`src/rtl/uart_tx_mmio.sv`:
```
// Memory-mapped UART transmitter: TXDATA / STATUS / BAUDDIV registers, a TX FIFO and a serializer FSM.
// Framing is 8N1 by default; defining UART_TX_PARITY_EN inserts an even-parity bit (8E1).
module uart_tx_mmio #(
  parameter logic [31:0] BASE_ADDR  = 32'h4000_0000,
  parameter logic [15:0] CLK_DIV    = 16'd434,
  parameter int          FIFO_DEPTH = 8
) (
  input  logic        clk,
  input  logic        rst_n,
  input  logic [3:0]  wr_en_i,
  input  logic [31:0] wr_addr_i,
  input  logic [31:0] wr_data_i,
  input  logic [31:0] rd_addr_i,
  output logic [31:0] rd_data_o,
  output logic        tx_o
);

  localparam int AW = (FIFO_DEPTH > 1) ? $clog2(FIFO_DEPTH) : 1;
  localparam int CW = AW + 1;

  localparam logic [31:0] ADDR_TXDATA = BASE_ADDR;
  localparam logic [31:0] ADDR_STATUS = BASE_ADDR + 32'h4;
  localparam logic [31:0] ADDR_BAUD   = BASE_ADDR + 32'h8;

  localparam logic [2:0] ST_IDLE   = 3'd0;
  localparam logic [2:0] ST_START  = 3'd1;
  localparam logic [2:0] ST_DATA   = 3'd2;
`ifdef UART_TX_PARITY_EN
  localparam logic [2:0] ST_PARITY = 3'd3;
`endif
  localparam logic [2:0] ST_STOP   = 3'd4;

  // Register-interface decode
  logic wr_txdata;
  logic wr_status_clr;
  logic wr_baud;

  assign wr_txdata     = wr_en_i[0] && (wr_addr_i == ADDR_TXDATA);
  assign wr_status_clr = wr_en_i[0] && (wr_addr_i == ADDR_STATUS) && wr_data_i[3];
  assign wr_baud       = (|wr_en_i[1:0]) && (wr_addr_i == ADDR_BAUD);

  logic unused_bits;
  assign unused_bits = ^{wr_en_i[3:2], wr_data_i[31:16]};

  // BAUDDIV register
  logic [15:0] bauddiv_q, bauddiv_d;
  logic [15:0] baud_wr_val;

  always_comb begin
    baud_wr_val = bauddiv_q;
    if (wr_en_i[0]) baud_wr_val[7:0]  = wr_data_i[7:0];
    if (wr_en_i[1]) baud_wr_val[15:8] = wr_data_i[15:8];
    bauddiv_d = bauddiv_q;
    // A divisor of zero would stall the bit timer, so it is promoted to one.
    if (wr_baud) bauddiv_d = (baud_wr_val == 16'd0) ? 16'd1 : baud_wr_val;
  end

  always_ff @(posedge clk or negedge rst_n) begin
    if (!rst_n) bauddiv_q <= CLK_DIV;
    else        bauddiv_q <= bauddiv_d;
  end

  // TX FIFO. Handshake: push fires when TXDATA is written and there is space
  // (or the FSM pops on the same edge); pop fires when the FSM takes the head.
  logic [7:0]    fifo_mem_q [FIFO_DEPTH];
  logic [AW-1:0] wr_ptr_q, wr_ptr_d;
  logic [AW-1:0] rd_ptr_q, rd_ptr_d;
  logic [CW-1:0] count_q, count_d;
  logic          fifo_empty;
  logic          fifo_full;
  logic          push;
  logic          pop;
  logic [7:0]    fifo_head;
  logic          overflow_q, overflow_d;

  assign fifo_empty = (count_q == '0);
  assign fifo_full  = (count_q == CW'(FIFO_DEPTH));
  assign fifo_head  = fifo_mem_q[rd_ptr_q];
  assign push       = wr_txdata && (!fifo_full || pop);

  always_comb begin
    wr_ptr_d = push ? wr_ptr_q + AW'(1) : wr_ptr_q;
    rd_ptr_d = pop  ? rd_ptr_q + AW'(1) : rd_ptr_q;
    count_d  = count_q;
    if (push && !pop)      count_d = count_q + CW'(1);
    else if (!push && pop) count_d = count_q - CW'(1);
  end

  always_comb begin
    overflow_d = overflow_q;
    if (wr_txdata && fifo_full && !pop) overflow_d = 1'b1;
    else if (wr_status_clr)             overflow_d = 1'b0;
  end

  always_ff @(posedge clk) begin
    if (push) fifo_mem_q[wr_ptr_q] <= wr_data_i[7:0];
  end

  always_ff @(posedge clk or negedge rst_n) begin
    if (!rst_n) begin
      wr_ptr_q   <= '0;
      rd_ptr_q   <= '0;
      count_q    <= '0;
      overflow_q <= 1'b0;
    end else begin
      wr_ptr_q   <= wr_ptr_d;
      rd_ptr_q   <= rd_ptr_d;
      count_q    <= count_d;
      overflow_q <= overflow_d;
    end
  end

  // Serializer FSM
  logic [2:0]  state_q, state_d;
  logic [15:0] baud_cnt_q, baud_cnt_d;
  logic [2:0]  bit_cnt_q, bit_cnt_d;
  logic [7:0]  shift_q, shift_d;
  logic        tx_q, tx_d;
  logic        bit_done;
  logic [15:0] baud_load;
`ifdef UART_TX_PARITY_EN
  logic        parity_q, parity_d;
`endif

  assign bit_done  = (baud_cnt_q == 16'd0);
  assign baud_load = bauddiv_q - 16'd1;

  always_comb begin
    state_d    = state_q;
    baud_cnt_d = bit_done ? baud_cnt_q : baud_cnt_q - 16'd1;
    bit_cnt_d  = bit_cnt_q;
    shift_d    = shift_q;
    pop        = 1'b0;
`ifdef UART_TX_PARITY_EN
    parity_d   = parity_q;
`endif
    case (state_q)
      ST_IDLE: begin
        if (!fifo_empty) begin
          pop        = 1'b1;
          shift_d    = fifo_head;
          baud_cnt_d = baud_load;
          state_d    = ST_START;
`ifdef UART_TX_PARITY_EN
          parity_d   = ^fifo_head;
`endif
        end
      end
      ST_START: begin
        if (bit_done) begin
          bit_cnt_d  = 3'd0;
          baud_cnt_d = baud_load;
          state_d    = ST_DATA;
        end
      end
      ST_DATA: begin
        if (bit_done) begin
          baud_cnt_d = baud_load;
          if (bit_cnt_q == 3'd7) begin
`ifdef UART_TX_PARITY_EN
            state_d = ST_PARITY;
`else
            state_d = ST_STOP;
`endif
          end else begin
            bit_cnt_d = bit_cnt_q + 3'd1;
            shift_d   = {1'b0, shift_q[7:1]};
          end
        end
      end
`ifdef UART_TX_PARITY_EN
      ST_PARITY: begin
        if (bit_done) begin
          baud_cnt_d = baud_load;
          state_d    = ST_STOP;
        end
      end
`endif
      ST_STOP: begin
        if (bit_done) begin
          // Chain straight into the next start bit so back-to-back frames carry no idle gap.
          if (!fifo_empty) begin
            pop        = 1'b1;
            shift_d    = fifo_head;
            baud_cnt_d = baud_load;
            state_d    = ST_START;
`ifdef UART_TX_PARITY_EN
            parity_d   = ^fifo_head;
`endif
          end else begin
            state_d = ST_IDLE;
          end
        end
      end
      default: state_d = ST_IDLE;
    endcase
  end

  always_comb begin
    case (state_q)
      ST_START:  tx_d = 1'b0;
      ST_DATA:   tx_d = shift_q[0];
`ifdef UART_TX_PARITY_EN
      ST_PARITY: tx_d = parity_q;
`endif
      default:   tx_d = 1'b1;
    endcase
  end

  always_ff @(posedge clk or negedge rst_n) begin
    if (!rst_n) begin
      state_q    <= ST_IDLE;
      baud_cnt_q <= 16'd0;
      bit_cnt_q  <= 3'd0;
      shift_q    <= 8'd0;
      tx_q       <= 1'b1;
`ifdef UART_TX_PARITY_EN
      parity_q   <= 1'b0;
`endif
    end else begin
      state_q    <= state_d;
      baud_cnt_q <= baud_cnt_d;
      bit_cnt_q  <= bit_cnt_d;
      shift_q    <= shift_d;
      tx_q       <= tx_d;
`ifdef UART_TX_PARITY_EN
      parity_q   <= parity_d;
`endif
    end
  end

  assign tx_o = tx_q;

  // Read path is purely combinational from rd_addr_i
  logic [31:0] status_word;
  logic        busy;

  assign busy        = (state_q != ST_IDLE);
  assign status_word = {16'd0, {(8 - CW){1'b0}}, count_q, 4'd0,
                        overflow_q, fifo_empty, fifo_full, busy};

  always_comb begin
    rd_data_o = 32'd0;
    if (rd_addr_i == ADDR_STATUS)    rd_data_o = status_word;
    else if (rd_addr_i == ADDR_BAUD) rd_data_o = {16'd0, bauddiv_q};
  end

endmodule
```
`config.mk`:
```
export PLATFORM = sky130hd
export DESIGN_NAME = uart_tx_mmio
export DESIGN_NICKNAME = d
export VERILOG_FILES = /design/src/rtl/uart_tx_mmio.sv
export SDC_FILE = /design/constraint.sdc
export NUM_CORES = 1
export LEC_CHECK = 0
export ABC_AREA = 1
export CAP_MARGIN = 20
export CORE_MARGIN = 3
export CORE_UTILIZATION = 57
export CTS_CLUSTER_DIAMETER = 150
export DETAILED_ROUTE_END_ITERATION = 16
export PLACE_DENSITY = 0.89
export SYNTH_ARGS = -nofsm -noshare
export SYNTH_HDL_FRONTEND = slang
export SYNTH_SLANG_ARGS = --single-unit
```
`constraint.sdc`:
```
create_clock -name clk -period 4.8 [get_ports clk]
set_clock_uncertainty 0.15 [all_clocks]
set_input_delay 1.44 -clock clk [delete_from_list [all_inputs] [get_ports clk]]
set_output_delay 1.44 -clock clk [all_outputs]
set_load 0.01 [all_outputs]
```
# After elaboration in Yosys (flattened, before gate mapping)

Memories as Yosys holds them, arrays and structs flattened.
Cells that the tools add are included.

Bits in registers: 58
Bits in writable memories: 64
Memories: 1
Word-level logic and storage cells: 97
Input port bits: 102

Memory list:

| memory     | depth | width | rd ports | clocked after memory_dff | write ports | RTL line | text |
|---|---|---|---|---|---|---|---|
| fifo_mem_q | 8     | 8     | 1        | 0                        | 1           | 65       | `logic [7:0] fifo_mem_q [FIFO_DEPTH];` |

Equal/unequal tests: 16
Muxes and demuxes: 36
$add $sub $neg: 7
Reduce and logical (&&, ||, !) cells: 27

Operator list:

| kind                                                                 | count |
|---|---|
| 32-bit by 31-bit == test with 1-bit output, second input constant    | 5 |
| 16-bit 2-to-1 mux                                                    | 7 |
| 8-bit 2-to-1 mux                                                     | 6 |
| 16-bit case mux with 3 select lines                                  | 1 |
| 16-bit logical NOT                                                   | 2 |
| 16-bit by 1-bit subtractor with 16-bit output, second input constant | 2 |
| 3-bit 2-to-1 mux                                                     | 8 |
| 8-bit case mux with 3 select lines                                   | 1 |
| 2-bit inequality test, second input constant                         | 6 |
| 3-bit case mux with 4 select lines                                   | 1 |
| 3-bit by 1-bit adder with 3-bit output, second input constant        | 3 |
| 1-bit logical AND                                                    | 9 |
| 4-bit 2-to-1 mux                                                     | 2 |
| 4-bit AND reduction                                                  | 2 |
| 1-bit 2-to-1 mux                                                     | 7 |
| 3-bit == test, second input constant                                 | 2 |
| 3-bit case mux with 2 select lines                                   | 1 |
| 2-bit nonzero test                                                   | 3 |
| 3-bit nonzero test                                                   | 2 |
| 5-bit AND reduction                                                  | 1 |
| 4-bit by 1-bit adder with 4-bit output, second input constant        | 1 |
| 4-bit == test, second input constant                                 | 1 |
| 4-bit logical NOT                                                    | 1 |
| 1-bit case mux with 2 select lines                                   | 2 |
| 7 further kinds                                                      | 10 |

# Depth between registers and ports, before layout

Gate-level depths: netlist (run 1).

Depth in word-level cells: 10
Mapped depth: 21

# Least setup slack after synthesis (run 1)

No wires, ideal clock.

Path type: input to output
Start: input port rd_addr_i[17]
End: output port rd_data_o[10]
Slack: 0.633 ns
Arrival time: 2.577 ns
Stages: 6
Required time: 3.210 ns
Cell sequence: nor4_1 -> nand2_1 -> nor2_2 -> nand2_1 -> buf_2 -> o21ai_1

Word-level cells in the longest chain between the ends: 3
Elaborated cells between the ends (all ways): 4
Those cells by class: 2 x eq/ne; 2 x mux

RTL lines:

| item                                       | RTL line | text |
|---|---|---|
| start, declared                            | 13       | `input logic [31:0] rd_addr_i,` |
| 32-bit by 31-bit == test with 1-bit output | 245      | `else if (rd_addr_i == ADDR_BAUD) rd_data_o = {16'd0, bauddiv_q};` |
| 16-bit 2-to-1 mux                          | 245      |  |
| 16-bit 2-to-1 mux (*)                      | 244      | `if (rd_addr_i == ADDR_STATUS) rd_data_o = status_word;` |
| end, declared                              | 14       | `output logic [31:0] rd_data_o,` |

Mark *: on every way between the ends. The rest lies on a longest branch, timed or not.

# Final worst setup path (run 1)

Start: input port rd_addr_i[9]
End: output port rd_data_o[6]

The elaborated chain is that of the path after synthesis.

==> flow_metrics.py, run 1 <==
metrics = {
    "critical_path": {
        "critical_path_class": "input pin to primary output",
        "startpoint": "rd_addr_i[9]",
        "reg2reg_slack_ns": 1.63,
        "cp-start-kind": "input pin",
        "reg2regPathDepth": 21,
        "cp.required_ns": 3.21,
        "cp-end-kind": "primary output",
        "crit_arrival_ns": 3.11,
        "critPathMaxFanout": 9,
        "r2r_start": "baud_cnt_q[0]$_DFF_PN0_",
    },
    "global_route": {
        "overflow": 0,
        "grt_pass1_wl_mm": 27.40,
        "antenna_found_initial": 0,
        "grt_pass1_vias": 5807,
        "gr-usage-all-layers": 0.2619,
        "grt_max_degree": 42,
    },
    "power": {
        "p_per_area_mw_per_mm2": 292.6,
        "p_leak_uw": 0.003622,
        "peakVddDrop_mv": 0.2299,
    },
    "yosys": {
        "ys_ff_latch": 122,
        "synth-simple-area-share": 0.2763,
        "synth.top_cell.area_share": 0.2799,
        "ys_seq_area_frac": 0.4924,
        "avgSynthCellArea_um2": 8.352,
        "ys_types": 44,
        "async_flop_share": 0.4754,
        "yosys_warnings": 0,
        "yosysTopAreaCell": "edfxtp_1",
        "syn_area_mm2": 0.006865,
        "synth_common_cells": "nand2_1 (198), nor2_1 (110), nand3_1 (74), o21ai_0 (65)",
        "synth_flop_cell": "edfxtp_1",
        "synth-xor-area-share": 0.03317,
        "synth_edf_count": 64,
        "synthMuxAreaShare": 0.007654,
        "netlist_instances": 822,
        "synth_compound_area_frac": 0.09641,
        "synth_adder_area_share": 0.02114,
        "yosysMostFrequentCell": "nand2_1",
        "synth_area_leaders": "edfxtp_1 (28%), dfrtp_1 (19%), nand2_1 (11%)",
        "synth_top_family_by_area": "simple AND/OR/NAND/NOR gates",
    },
    "floorplanning": {
        "die_w_um": 115.7,
        "die_area_mm2": 0.01340,
        "core-area_mm2": 0.01161,
        "rows": 39,
        "die_h_um": 115.7,
        "floorplan.io_pins": 135,
        "start_util": 0.5911,
    },
    "routing": {
        "drt-wirelength-per-cell_um": 15.63,
        "vias": 6175,
        "drc": 0,
        "drtIter0Drc": 767,
        "routed_wl_mm": 17.01,
        "viasPerCell": 5.676,
        "ant_nets": 0,
        "first_pass_iters": 6,
    },
    "clock_network": {
        "clk_latency_ns": 0.42,
        "clockRootBuffer": "clkbuf_16",
        "cts_buffer_depth": 2,
        "path_clk_slew_ns": 0.06,
        "cts_tree": "done",
        "numClockSinks": 122,
        "cts_buffers": 17,
        "cts_hold_buf": 0,
        "cts-htree-levels": 4,
    },
    "timing": {
        "tightest_slew_ns": 0.9196,
        "slew_viol_final": 0,
        "hold_viol_final": 0,
        "timing.hold.ws_ns": 0.3351,
        "rsz0062_at_grt": "true",
        "relSlewSlack": 0.3852,
        "period_share": 0.9800,
        "setup_viol": 0,
        "fmax_mhz": 212.6,
        "final.min_clock_period_ns": 4.704,
    },
    "worst_hold_path": {
        "worstHoldPathType": "flop to flop",
        "worstHoldPathCells": 2,
        "hp-start": "shift_q[0]$_DFFE_PN0P_",
    },
    "place": {
        "dpl.hpwl_mm": 11.71,
        "portBuffers": 100,
        "gp_congestion": 0.9324,
        "placed_area_mm2": 0.007960,
    },
    "finish": {
        "diodes": 0,
        "fill_cells": 797,
        "drive_gt1_frac": 0.09947,
        "final_net_count": 1045,
        "area_growth_pct": 24.28,
        "design_area_mm2": 0.008532,
    },
    "outcome": {
        "status": "finished, final reports clean",
    },
    "flow_run": {
        "drv_cap": 0,
    },
}
sequential cells by signal (all words and copies together) (netlist names):
name	cells
baud_cnt_q	16
tx_o	1
wr_ptr_q	3
bauddiv_q	16
rd_ptr_q	3
state_q	3
shift_q	8
count_q	4
bit_cnt_q	3
overflow_q	1
fifo_mem_q	64
worst max-delay path, cell delays in order:
cell             delay, ns
clkdlybuf4s50_1       0.42
nor4_2                0.27
nand2_1               0.14
nor2_2                0.20
nand2_4               0.10
buf_4                 0.17
nor2_1                0.10
dlygate4sd2_1         0.28
layout by cell type, fill, tap and decap left out, types with 7 or more instances in the layout:
master | netlist | routed
ha_1 | 10 | 10
clkdlybuf4s50_1 | 0 | 83
buf_4 | 17 | 11
dfrtp_1 | 52 | 52
nand2_4 | 6 | 7
nor2_2 | 6 | 7
nor3_1 | 12 | 12
clkbuf_16 | 0 | 17
o211ai_1 | 9 | 9
nand2_1 | 198 | 197
nand4_1 | 7 | 7
a21oi_1 | 15 | 15
o22ai_1 | 8 | 8
edfxtp_1 | 64 | 64
inv_2 | 8 | 8
inv_1 | 64 | 64
dlygate4sd2_1 | 0 | 9
o21ai_1 | 8 | 11
xor2_1 | 20 | 20
o21ai_0 | 65 | 62
conb_1 | 1 | 16
nand3_1 | 74 | 74
nor2_1 | 110 | 109
area by class of cell:
cell class | count | area (um2) | area share
flip-flops and latches | 122 | 3381 | 0.3962
inverters | 74 | 277.8 | 0.03256
well taps | 143 | 178.9 | 0.02097
repair buffers | 111 | 1037 | 0.1216
clock inverters | 15 | 165.2 | 0.01936
multi-input cells | 606 | 3067 | 0.3594
clock buffers | 17 | 425.4 | 0.04986
repair_timing:
| action | in CTS | in global routing |
|---|---|---|
| buffers inserted | 0 | 0 |
| pin swaps | 1 | 0 |
| gates resized for setup | 22 | 18 |
| endpoints found under the hold margin | 0 | 0 |
| setup endpoints to repair | 16 | 16 |
cell families after synthesis:
| kind of cell | count (synthesis) |
|---|---|
| buffers and inverters | 109 |
| xor gates and xnor gates | 26 |
| adders and majority gates | 11 |
| DFF | 122 |
| muxes | 5 |
| and+or+nand+nor | 432 |
| other | 1 |
| AOI/OAI and AO/OA | 116 |
metrics by stage:
step / total power, uW / TNS, ns / std cells / util / worst slack, ns
floorplan: 1162 / 0 / 837 / - / 0.6328
global placement: 1240 / -4.164 / 1056 / 0.6854 / -0.3443
detailed placement: 1242 / -4.276 / 1056 / 0.6854 / -0.3281
CTS: 2491 / 0 / 1088 / 0.7356 / 0.005620
global route: 2563 / -0.3121 / 1088 / 0.7346 / -0.06208
finish: 2497 / 0 / 1088 / 0.7346 / 0.09617
report_power, final:
part | total [uW] | leakage [uW] | internal (uW) | switching, uW
combinational | 120 | 0.00210 | 67.7 | 51.8
clock | 1270 | 0.000285 | 774 | 499
sequential | 1100 | 0.00124 | 1100 | 0.0000629
routing by layer:
| layer | vias up | GRT usage | part of all wire |
|---|---|---|---|
| met2 | 292 | 0.4444 | 0.51 |
| met3 | 41 | 0.04909 | 0.072 |
| met4 | 0 | 0.09203 | 0.022 |
| li1 | 2931 | - | - |
| met1 | 2911 | 0.3397 | 0.40 |
| met5 | - | 0 | 0 |
worst paths after layout:
kind                                       endpoint
setup reg to reg             count_q[3]$_DFFE_PN0P_
min in group asynchronous   baud_cnt_q[9]$_DFF_PN0_
hold / removal               shift_q[0]$_DFFE_PN0P_
setup / recovery                       rd_data_o[6]
hold reg to reg              shift_q[0]$_DFFE_PN0P_
max in group asynchronous  bauddiv_q[4]$_DFFE_PN1P_
Note: power is estimated with default switching activity, not from simulation.
==> inputs of run 2 (changes only) <==
- SLEW_MARGIN: unset -> 20
==> results of run 2 <==
The final DEF is identical to that of run 1; final timing and power are the same.
==> inputs of run 3 (changes only) <==
- CORE_UTILIZATION: 57 -> 53
- GPL_ROUTABILITY_DRIVEN: unset -> 0
- PLACE_DENSITY: 0.89 -> 0.84
- clock period: 4.8 -> 4.5 ns (I/O delays scaled with it)
==> flow_metrics.py, run 3 (synthesis gave the netlist of run 1 again) <==
metrics = {
    "global_route": {
        "antenna_found_initial": 0,
        "grt_max_degree": 42,
        "grt_pass1_wl_mm": 28.10,
        "gr-usage-all-layers": 0.2430,
        "overflow": 0,
        "grt_pass1_vias": 5858,
    },
    "finish": {
        "regArea_mm2": 0.003381,
        "final_common_cell": "nand2_1",
        "top_regs": "fifo_mem_q: 64 flops, baud_cnt_q: 16 flops, bauddiv_q: 16 flops",
        "diodes": 0,
        "final_net_count": 1053,
        "design_area_mm2": 0.008603,
        "instances_no_fill": 1121,
        "largest_reg_flops": 64,
        "drive_gt1_frac": 0.1196,
        "fill_cells": 922,
        "area_growth_pct": 25.31,
        "layout_common_cells": "nand2_1 (197), nor2_1 (109), clkdlybuf4s50_1 (81), nand3_1 (74)",
        "multiInputGateArea_mm2": 0.003088,
        "regMostFlops": "fifo_mem_q",
    },
    "floorplanning": {
        "die_h_um": 119.8,
        "start_util": 0.5576,
        "core-area_mm2": 0.01231,
        "rows": 40,
        "floorplan.io_pins": 135,
        "die_w_um": 119.8,
        "die_area_mm2": 0.01436,
    },
    "clock_network": {
        "path_clk_slew_ns": 0.05,
        "clockRootBuffer": "clkbuf_16",
        "cts-htree-levels": 4,
        "numClockSinks": 122,
        "clk_latency_ns": 0.42,
        "cts_tree": "done",
        "cts_buffer_depth": 2,
        "cts_buffers": 17,
    },
    "critical_path": {
        "cp-start-kind": "input pin",
        "r2r_start": "baud_cnt_q[0]$_DFF_PN0_",
        "reg2regPathDepth": 21,
        "cp-end-kind": "primary output",
        "critical_path_class": "input pin to primary output",
        "cp.required_ns": 3.00,
        "reg2reg_slack_ns": 1.30,
        "critPathMaxFanout": 8,
        "r2r-end": "count_q[3]$_DFFE_PN0P_",
        "crit_arrival_ns": 2.94,
    },
    "power": {
        "switching_power_uw": 559.6,
        "pwr-share-seq": 0.449,
        "p_per_area_mw_per_mm2": 304.7,
        "pwr-share-comb": 0.050,
        "power.total_uw": 2622,
        "switching_share": 0.2135,
        "p_clk_frac": 0.501,
        "internal_power_uw": 2062,
        "p_leak_uw": 0.003638,
        "peakVddDrop_mv": 0.2605,
    },
    "routing": {
        "ant_nets": 0,
        "vias": 6094,
        "drtIter0Drc": 577,
        "drc": 0,
        "viasPerCell": 5.436,
        "drt-wirelength-per-cell_um": 15.48,
        "routed_wl_mm": 17.35,
        "first_pass_iters": 6,
    },
    "place": {
        "place_ws_ns": -0.4514,
        "portBuffers": 100,
        "dpl.hpwl_mm": 12.25,
        "placed_area_mm2": 0.008036,
        "place_inst": 1087,
    },
    "worst_hold_path": {
        "hp-start": "overflow_q$_DFFE_PN0P_",
        "worstHoldPathType": "flop to flop",
        "hold_end": "overflow_q$_DFFE_PN0P_",
        "worstHoldPathCells": 2,
    },
    "timing": {
        "tightest_slew_ns": 0.8886,
        "hold_viol_final": 0,
        "final.min_clock_period_ns": 4.439,
        "fmax_mhz": 225.3,
        "period_share": 0.9865,
        "slew_viol_final": 0,
        "relSlewSlack": 0.4060,
        "setup_ws_ns": 0.06088,
        "setup_viol": 0,
        "timing.hold.ws_ns": 0.3348,
    },
    "flow_run": {
        "drv_cap": 0,
    },
    "outcome": {
        "status": "finished, final reports clean",
    },
}
==> run 3: changes by cell type in the layout (fill, tap and decap cells not counted), moves of 2 or more <==
cell / delta
dlymetal6s2s_1: +2
dlygate4sd2_1: -8
clkdlybuf4s50_1: -2
buf_2: +8
clkinvlp_4: +3
o21ai_2: +3
inv_6: -3
o21ai_1: -3
buf_4: +7
==> run 3: power by group through the flow <==
stage / logic [uW] / clock network (uW) / registers, uW
2_1_floorplan: 39.6 / 0 / 1200
3_3_place_gp: 124 / 0 / 1200
3_5_place_dp: 127 / 0 / 1200
4_1_cts: 129 / 1310 / 1180
5_1_grt: 142 / 1360 / 1180
6_report: 130 / 1310 / 1180
==> run 3: repair_timing <==
action                     CTS  global route
setup buffers                2             0
setup endpoints to repair   16            16
resized for setup           46            26
pin swaps                    3             6
hold buffers                 0             0
==> run 3: cell type report <==
type / instances / area share
sequential: 122 / 0.3930
clock buffer: 17 / 0.04945
inverter: 74 / 0.03229
clock inverter: 15 / 0.01745
tap: 168 / 0.02443
timing repair buffer: 119 / 0.1245
multi-input combinational: 606 / 0.3589
==> run 3: layer usage <==
layer | track usage | up-vias | part of all wire
li1 | - | 2942 | -
met1 | 0.3097 | 2844 | 0.41
met2 | 0.4220 | 274 | 0.51
met3 | 0.04241 | 34 | 0.067
met4 | 0.07946 | 0 | 0.019
met5 | 0 | - | 0
==> run 3: worst max-delay path: stages <==
cell	delay, ns
clkdlybuf4s50_1	0.43
nor4_2	0.27
nand2_1	0.13
buf_4	0.15
nor2_1	0.09
buf_4	0.16
nand2_1	0.05
o21ai_0	0.13
buf_2	0.17
==> run 3: metrics by stage <==
step           TNS [ns]  utilization
2_1_floorplan         0            -
3_3_place_gp     -5.551       0.6527
3_5_place_dp     -5.923       0.6527
4_1_cts               0       0.6999
5_1_grt        -0.03808       0.6988
6_report              0       0.6988
==> run 3: worst max-delay path by stage <==
stage / from / endpoint / slack, ns / depth (start not counted)
6_report: rd_addr_i[9] / rd_data_o[0] / 0.06 / 9
5_1_grt: rd_addr_i[9] / rd_data_o[9] / -0.01 / 9
4_1_cts: rd_addr_i[6] / rd_data_o[10] / 0.009 / 8
3_5_place_dp: rd_addr_i[5] / rd_data_o[1] / -0.45 / 7
3_3_place_gp: rd_addr_i[5] / rd_data_o[1] / -0.43 / 7
2_1_floorplan: rd_addr_i[17] / rd_data_o[10] / 0.51 / 6
